$ cat src/rtl/csa_accum_pkg.sv
// ---------------------------------------------------------------------------
// csa_accum_pkg
// Purpose : Shared types, default sizing and helper function for the
//           carry-save accumulator (csa_accum_seq) and its 3:2 compressor.
// Contents: state_t   - controller state encoding (IDLE, ACC, RESOLVE, OUT)
//           DEF_*     - default block sizing
//           NCH       - carry-propagate chunks at default sizing
//           CNT_W     - operand-count width at default sizing
//           clog2()   - ceiling log2, usable in constant expressions
// ---------------------------------------------------------------------------
package csa_accum_pkg;

    // Ceiling log2. clog2(1) = 0, clog2(17) = 5.
    function automatic int clog2(input int value);
        int result;
        int remaining;
        result    = 0;
        remaining = value - 1;
        while (remaining > 0) begin
            result    = result + 1;
            remaining = remaining >> 1;
        end
        return result;
    endfunction

    localparam int DEF_IN_W      = 16;
    localparam int DEF_N_MAX     = 16;
    localparam int DEF_ACC_W     = 20;
    localparam int DEF_CPA_CHUNK = 5;

    localparam int NCH   = DEF_ACC_W / DEF_CPA_CHUNK;
    localparam int CNT_W = clog2(DEF_N_MAX + 1);

    typedef enum logic [1:0] {
        IDLE    = 2'd0,
        ACC     = 2'd1,
        RESOLVE = 2'd2,
        OUT     = 2'd3
    } state_t;

endpackage

$ cat src/rtl/csa_accum_seq_csa.sv
// ---------------------------------------------------------------------------
// csa_3to2_vec
// Purpose : W-bit bitwise 3:2 compressor (carry-save adder stage).
//           a + b + cin == s + cout (mod 2^W).
// Ports   : a, b, cin [W-1:0] in  - three addends
//           s         [W-1:0] out - bitwise sum (a ^ b ^ cin)
//           cout      [W-1:0] out - majority vector shifted left one place,
//                                   cout[0] = 0, top carry dropped
// ---------------------------------------------------------------------------
module csa_3to2_vec
    import csa_accum_pkg::*;
#(
    parameter int W = DEF_ACC_W
) (
    input  logic [W-1:0] a,
    input  logic [W-1:0] b,
    input  logic [W-1:0] cin,
    output logic [W-1:0] s,
    output logic [W-1:0] cout
);

    logic [W-1:0] maj;

    // Each bit position is a full adder; the carries carry weight 2^(i+1),
    // so the majority vector is realigned by one place before leaving.
    always_comb begin
        s    = a ^ b ^ cin;
        maj  = (a & b) | (a & cin) | (b & cin);
        cout = {maj[W-2:0], 1'b0};
    end

endmodule

$ cat src/rtl/csa_accum_seq.sv
// ---------------------------------------------------------------------------
// csa_accum_seq
// Purpose : Iterative multi-operand adder. Each accepted operand is folded
//           into a registered carry-save pair through one shared 3:2 stage;
//           the group total is then resolved CPA_CHUNK bits per cycle and
//           presented on a valid/ready output.
// Config  : CSA_ACCUM_SIGNED_EN - when defined, operands are two's complement
//           and sign-extended; otherwise they are zero-extended.
// Ports   : clk, rst                 - clock, synchronous active-high reset
//           in_valid/in_ready        - operand handshake
//           in_data [IN_W]           - operand
//           in_last                  - final operand of the group
//           out_valid/out_ready      - result handshake
//           out_data [ACC_W]         - group sum modulo 2^ACC_W
//           out_count                - operands accepted in the group
//           out_trunc                - group force-closed at N_MAX operands
//           busy                     - controller not idle
// ---------------------------------------------------------------------------
module csa_accum_seq
    import csa_accum_pkg::*;
#(
    parameter int IN_W      = DEF_IN_W,
    parameter int N_MAX     = DEF_N_MAX,
    parameter int ACC_W     = DEF_ACC_W,
    parameter int CPA_CHUNK = DEF_CPA_CHUNK
) (
    input  logic                        clk,
    input  logic                        rst,
    input  logic                        in_valid,
    output logic                        in_ready,
    input  logic [IN_W-1:0]             in_data,
    input  logic                        in_last,
    output logic                        out_valid,
    input  logic                        out_ready,
    output logic [ACC_W-1:0]            out_data,
    output logic [clog2(N_MAX+1)-1:0]   out_count,
    output logic                        out_trunc,
    output logic                        busy
);

    localparam int NUM_CH = ACC_W / CPA_CHUNK;
    localparam int CW     = clog2(N_MAX + 1);
    localparam int KW     = (clog2(NUM_CH) > 0) ? clog2(NUM_CH) : 1;

    localparam logic [CW-1:0] COUNT_MAX = CW'(N_MAX);
    localparam logic [KW-1:0] K_LAST    = KW'(NUM_CH - 1);

    state_t              state;
    logic [ACC_W-1:0]    s_q;
    logic [ACC_W-1:0]    c_q;
    logic [ACC_W-1:0]    res_q;
    logic [ACC_W-1:0]    x;
    logic [ACC_W-1:0]    csa_s;
    logic [ACC_W-1:0]    csa_c;
    logic [CW-1:0]       count_q;
    logic [CW-1:0]       count_inc;
    logic [KW-1:0]       k_q;
    logic                trunc_q;
    logic                cy_q;
    logic                out_valid_q;
    logic                accept;
    logic                close_group;
    logic [CPA_CHUNK:0]  chunk_sum;

`ifdef CSA_ACCUM_SIGNED_EN
    assign x = {{(ACC_W-IN_W){in_data[IN_W-1]}}, in_data};
`else
    assign x = {{(ACC_W-IN_W){1'b0}}, in_data};
`endif

    assign in_ready    = (state == IDLE) || (state == ACC);
    assign busy        = (state != IDLE);
    assign accept      = in_valid && in_ready;

    // count_q is zero whenever the controller is idle, so the same increment
    // and N_MAX test serve both the first beat and every later one.
    assign count_inc   = count_q + 1'b1;
    assign close_group = (count_inc == COUNT_MAX);

    assign out_valid   = out_valid_q;
    assign out_data    = res_q;
    assign out_count   = count_q;
    assign out_trunc   = trunc_q;

    csa_3to2_vec #(
        .W    (ACC_W)
    ) u_csa (
        .a    (s_q),
        .b    (c_q),
        .cin  (x),
        .s    (csa_s),
        .cout (csa_c)
    );

    // S and C shift right by one chunk per resolve cycle, so the chunk
    // being added always sits in the low bits and no variable index is needed.
    assign chunk_sum = {1'b0, s_q[CPA_CHUNK-1:0]}
                     + {1'b0, c_q[CPA_CHUNK-1:0]}
                     + {{CPA_CHUNK{1'b0}}, cy_q};

    // Controller and datapath registers. Resolved chunks enter res_q from the
    // top, so after NUM_CH cycles chunk 0 has reached the least significant
    // end. The first cycle in OUT loads the output stage; out_valid follows.
    always_ff @(posedge clk) begin
        if (rst) begin
            state       <= IDLE;
            s_q         <= '0;
            c_q         <= '0;
            res_q       <= '0;
            count_q     <= '0;
            k_q         <= '0;
            trunc_q     <= 1'b0;
            cy_q        <= 1'b0;
            out_valid_q <= 1'b0;
        end else begin
            case (state)
                IDLE, ACC: begin
                    if (accept) begin
                        if (state == IDLE) begin
                            s_q <= x;
                            c_q <= '0;
                        end else begin
                            s_q <= csa_s;
                            c_q <= csa_c;
                        end
                        count_q <= count_inc;
                        trunc_q <= close_group && !in_last;
                        cy_q    <= 1'b0;
                        k_q     <= '0;
                        state   <= (in_last || close_group) ? RESOLVE : ACC;
                    end
                end
                RESOLVE: begin
                    res_q <= {chunk_sum[CPA_CHUNK-1:0], res_q[ACC_W-1:CPA_CHUNK]};
                    s_q   <= s_q >> CPA_CHUNK;
                    c_q   <= c_q >> CPA_CHUNK;
                    cy_q  <= chunk_sum[CPA_CHUNK];
                    k_q   <= k_q + 1'b1;
                    if (k_q == K_LAST) begin
                        state <= OUT;
                    end
                end
                OUT: begin
                    if (!out_valid_q) begin
                        out_valid_q <= 1'b1;
                    end else if (out_ready) begin
                        out_valid_q <= 1'b0;
                        count_q     <= '0;
                        state       <= IDLE;
                    end
                end
                default: begin
                    state <= IDLE;
                end
            endcase
        end
    end

endmodule

$ cat config.mk
export PLATFORM = sky130hd
export DESIGN_NAME = csa_accum_seq
export DESIGN_NICKNAME = d
export VERILOG_FILES = /design/src/rtl/csa_accum_pkg.sv /design/src/rtl/csa_accum_seq_csa.sv /design/src/rtl/csa_accum_seq.sv
export SDC_FILE = /design/constraint.sdc
export NUM_CORES = 1
export LEC_CHECK = 0
export ABC_AREA = 0
export BUFFER_PORTS_ARGS = -buffer_cell sky130_fd_sc_hd__buf_2
export CORE_ASPECT_RATIO = 2
export CORE_MARGIN = 2
export CORE_UTILIZATION = 32
export DETAILED_ROUTE_END_ITERATION = 8
export PLACE_DENSITY = 0.48
export SLEW_MARGIN = 20
export SYNTH_ARGS = -nofsm -noshare
export SYNTH_HDL_FRONTEND = slang
export SYNTH_SLANG_ARGS = --single-unit
$ cat constraint.sdc
create_clock -name clk -period 2.3 [get_ports clk]
set_input_delay 0.575 -clock clk [delete_from_list [all_inputs] [get_ports clk]]
set_output_delay 0.575 -clock clk [all_outputs]
set_load 0.005 [all_outputs]
# Word-level counts from Yosys, hierarchy flattened
# Cells that the tools add are included.
[classes] add_sub_neg=4 reduce_logical=14 bitwise_logic=7 div=0 order_cmp=0 n_eq_ne=9 mux=22 shift=0 n_mul=0
[ops] operator="20-bit 2-to-1 mux" n=4
[ops] operator="20-bit one-hot mux with 2 select lines" n=2
[ops] operator="19-bit by 16-bit AND with 19-bit output" n=2
[ops] operator="19-bit OR" n=2
[ops] operator="20-bit by 16-bit XOR with 20-bit output" n=1
[ops] operator="20-bit XOR" n=1
[ops] operator="19-bit AND" n=1
[ops] operator="5-bit 2-to-1 mux" n=3
[ops] operator="2-bit 2-to-1 mux" n=6
[ops] operator="5-bit one-hot mux with 2 select lines" n=1
[ops] operator="2-bit != test (second input constant)" n=4
[ops] operator="4-bit AND reduction" n=2
[ops] operator="5-bit by 5-bit adder with 6-bit output" n=1
[ops] operator="6-bit by 1-bit adder with 6-bit output" n=1
[ops] operator="2-bit equality test (second input constant)" n=3
[ops] operator="2-bit one-hot mux with 3 select lines" n=1
[ops] operator="2-bit nonzero test" n=3
[ops] operator="5-bit by 1-bit adder with 5-bit output (second input constant)" n=1
[ops] operator="5-bit equality test (second input constant)" n=1
[ops] operator="2-bit one-hot mux with 2 select lines" n=1
[ops] operator="2-bit AND reduction" n=2
[ops] operator="1-bit 2-to-1 mux" n=3
[ops] operator="2-bit by 1-bit adder with 2-bit output (second input constant)" n=1
[ops] operator="2-bit by 1-bit equality test with 1-bit output (second input constant)" n=1
[ops] operator="other kinds (6)" n=8
[totals] output_inout_bits=29 mem_bits_ro=0 mem_bits_rw=0 ff_bits=72 memories=0 latch_bits=0

# Longest topological paths before layout
[depth] depth_word=6 mapped_depth=8

# Cells and area by module
# A second synthesis with hierarchy kept.
[unflattened] cells_unflattened=425 area_unflattened_um2=3782.4
[modules_own_cells] mod="csa_accum_seq" area_per_inst_um2=3367.0 cells_each=403 n_inst=1
[modules_own_cells] mod="csa_3to2_vec" area_per_inst_um2=415.4 cells_each=22 n_inst=1

# Worst setup path before layout
# Ideal clock, no wire load.
[synth_timing] kind="flip-flop to flip-flop" startpoint="register s_q[0]" endpoint="register res_q[19], in the netlist out_data[19]" stages_incl_launch_ff=9 arrival_time_ns=1.482 setup_slack_ns=0.686 path_buffers=0 required_time_ns=2.168 path_cell_list="dfxtp_1 -> inv_1 -> fa_1 -> inv_1 -> fa_1 -> and3_1 -> nor3_1 -> nand3b_1 -> a21oi_1"
[synth_between] elab_chain_len=2
[synth_rtl] item="start: declaration" line_no="csa_accum_seq.sv:49" rtl="logic [ACC_W-1:0] s_q;"
[synth_rtl] item="start signal: assignment" line_no="csa_accum_seq.sv:123" rtl="s_q <= csa_s;"
[synth_rtl] item="start signal: assignment" line_no="csa_accum_seq.sv:135" rtl="s_q <= s_q >> CPA_CHUNK;"
[synth_rtl] item="5-bit by 5-bit adder with 6-bit output" line_no="csa_accum_seq.sv:98" rtl="+ {1'b0, c_q[CPA_CHUNK-1:0]}"
[synth_rtl] item="6-bit by 1-bit adder with 6-bit output" line_no="csa_accum_seq.sv:99" rtl="+ {{CPA_CHUNK{1'b0}}, cy_q};"
[synth_rtl] item="end signal: assignment" line_no="csa_accum_seq.sv:134" rtl="res_q <= {chunk_sum[CPA_CHUNK-1:0], res_q[ACC_W-1:CPA_CHUNK]};"
[synth_rtl] item="end: declaration" line_no="csa_accum_seq.sv:51" rtl="logic [ACC_W-1:0] res_q;"
# Every way passes these cells.
# A chain may end at the register's enable or synchronous reset.

# Worst setup path in the final report
[layout_timing] startpoint="register state[0]" endpoint="output busy"
[layout_between] elab_chain_len=1
[layout_rtl] item="start: declaration" line_no="csa_accum_seq.sv:48" rtl="state_t state;"
[layout_rtl] item="start signal: assignment" line_no="csa_accum_seq.sv:130" rtl="state <= (in_last || close_group) ? RESOLVE : ACC;"
[layout_rtl] item="2-bit nonzero test" line_no="csa_accum_seq.sv:72" rtl="assign busy = (state != IDLE);"
[layout_rtl] item="end: declaration" line_no="csa_accum_seq.sv:38" rtl="output logic busy"
# Every way passes these cells.

==> flow_summary.toml <==
[outcome]
status = "complete, no violations"

[clock_network]
clockBufferDepth = 2
ctsHoldBuffers = 0
cts-root-buf = "clkbuf_16"
cts.htree.levels = 3
cts_buffers = 9
path_clk_slew_ns = 0.06
post_cts_buffers = 0
tritoncts = "built"
clk_latency_ns = 0.35
cts_resized = 0
clock_sinks = 72

[synthesis]
synth_cell_type_count = 49
synthFlopType = "dfxtp_1"
synth_area_leaders = "dfxtp_1, fa_1, a2111oi_4, nor2_1, a21oi_1"
synth-xor-area-share = 0.00214
ys_seq_area_frac = 0.352
yosys-top-cells-count = "dfxtp_1, nor2_1, a21oi_1, inv_1, nand2_1"
ys_warn_count = 0
avgSynthCellArea_um2 = 8.93
synthAdderAreaFrac = 0.115
syn_inst = 459
ys_async_sr_fraction = 0
synth_nets = 507
post-synth-top-count-cell = "dfxtp_1"
synth_mux_area_frac = 0
synth_top_family_by_area = "compound AO/OA/AOI/OAI gates"
netlist_area_um2 = 4100
synthSimpleGateAreaFrac = 0.155
yosys.area.top_type = "dfxtp_1"
synth_compound_area_frac = 0.280
synth-seq-cells = 72
synth_top_area_frac = 0.352
synth_edf_count = 0

[setup_path]
criticalPathCategory = "register to primary output"
required_ns = 1.73
worstSetupEndpointType = "primary output"
r2r_slack_ns = 0.54
rr_endpoint = "out_data[19]$_SDFFE_PP0N_"
critical_path_arrival_ns = 1.43
reg2reg_from = "s_q[0]$_SDFFE_PP0P_"
crit_path_max_fanout = 24
setup.worst_path.start = "state[0]$_SDFFE_PP0P_"
crit_path_start_kind = "register"
reg2reg_depth = 8

[cells_and_area]
final_cells = 655
diodes = 0
area_growth_pct = 16.3
final_nets = 548
drive_gt1_frac = 0.234
fillers = 1299

[timing]
setup_viol = 0
post-route-min-period_ns = 2.00
drv_slew = 0
setup-tns-final_ns = 0
whs_ns = 0.449
skew_ns = 0.0118
max_slew.worst_pin.slew_ns = 0.718
fin_crit_sh = 0.871
max_clock_freq_ghz = 0.499
hold_viol = 0
relSlewSlack = 0.521
finalWorstSetupSlack_ns = 0.297
rsz0062_at_grt = "false"

[die]
core_um2 = 12600
ios = 50
die_w_um = 84.0
dieArea_um2 = 13800
num_rows = 58
initial_core_util = 0.326
fp.dieH_um = 164

[global_route]
grt_antenna_before_repair = 0
grt_usage = 0.163
grt_pass1_wl_um = 17400
overflow = 0
grt_start_max_net_pins = 51
grt_pass1_vias = 3393

[drt]
post_drt_wl_per_cell_um = 16.3
antenna_left = 0
dr_total_vias = 3324
viasPerCell = 5.07
routed_wl_um = 10700
drc_errors = 0
first_iter_violations = 112
drt_pre_antenna_iters = 4

[hold_path]
hold_path.class = "register to register"
hold_depth = 2
min_from = "out_data[3]$_SDFFE_PP0N_"
min_to = "out_data[3]$_SDFFE_PP0N_"

[placement]
port_buffers = 49
dp_hpwl_um = 7660
gp_congestion = 0.782
place_ws_ns = 0.521
dp.cells = 639

[power_and_ir_drop]
p_per_area_nw_per_um2 = 714
leakagePower_nw = 1.89
ir_drop_mv = 0.360

[flow_run]
cap_violations = 0
-- through the flow --
stage               total power, mW  instance area, µm²   util
floorplan                      1.91                4100      -
global placement               2.07                4480  0.357
detailed placement             2.08                4480  0.357
CTS                            3.45                4770  0.380
global route                   3.58                4770  0.380
finish                         3.40                4770  0.380
-- sequential cells by signal, indices dropped and copies added (netlist names) --
signal / flops
out_trunc: 1
s_q: 20
cy_q: 1
out_count: 5
state: 2
out_valid: 1
out_data: 20
k_q: 2
c_q: 20
-- worst max path at each step --
stage / to / slack, ns / cells after the start
after detailed placement: s_q[12]$_SDFFE_PP0P_ / 0.52 / 5
final: busy / 0.30 / 4
after global routing: busy / 0.16 / 3
after floorplan: out_data[19]$_SDFFE_PP0N_ / 0.69 / 8
after global placement: s_q[12]$_SDFFE_PP0P_ / 0.54 / 5
after CTS: busy / 0.27 / 3
-- logic make-up after synthesis --
family                   count (synthesis)
buffers and inverters                   86
AO/OA/AOI/OAI                          133
flip-flops                              72
XOR/XNOR                                 1
AND/OR/NAND/NOR                        140
adder cells (fa/ha/maj)                 27
-- placed cells by master (no fill, tap or decap), types with 4 or more instances in the layout --
cell type	n
a2111oi_2	5
a2111oi_4	11
a21oi_1	49
a22oi_1	21
a2bb2oi_1	5
buf_2	48
buf_4	15
clkbuf_16	9
dfxtp_1	72
fa_1	18
ha_1	9
inv_1	49
nand2_1	37
nand3_1	6
nand3b_1	4
nor2_1	66
nor2_2	6
nor3_1	6
o21ai_0	14
o221a_2	9
-- final cells by class --
type	instances	area (µm²)	area share
Sequential cell	72	1440	0.302
Inverter	51	191	0.0402
Tap cell	150	188	0.0394
Multi-Input combinational cell	301	2270	0.475
Clock inverter	7	61.3	0.0129
Timing Repair Buffer	65	393	0.0824
Clock buffer	9	225	0.0473
-- routing by layer --
layer	vias up	wire length [µm]	global-route usage
li1	1663	-	-
met1	1593	4150	0.167
met2	51	5900	0.316
met3	17	292	0.0337
met4	0	310	0.0682
met5	-	0	0
-- worst max-delay path, cell delays in order (launching register included) --
cell     delay [ns]
dfxtp_1        0.37
buf_4          0.32
inv_2          0.17
nand2_1        0.09
buf_2          0.13
-- power by group --
group / internal [mW] / total [mW] / leakage, nW / switching, mW
logic: 0.272 / 0.677 / 1.17 / 0.406
registers: 1.31 / 1.37 / 0.587 / 0.0513
clock network: 0.751 / 1.36 / 0.135 / 0.607
Power figures use the tool's default switching activity.
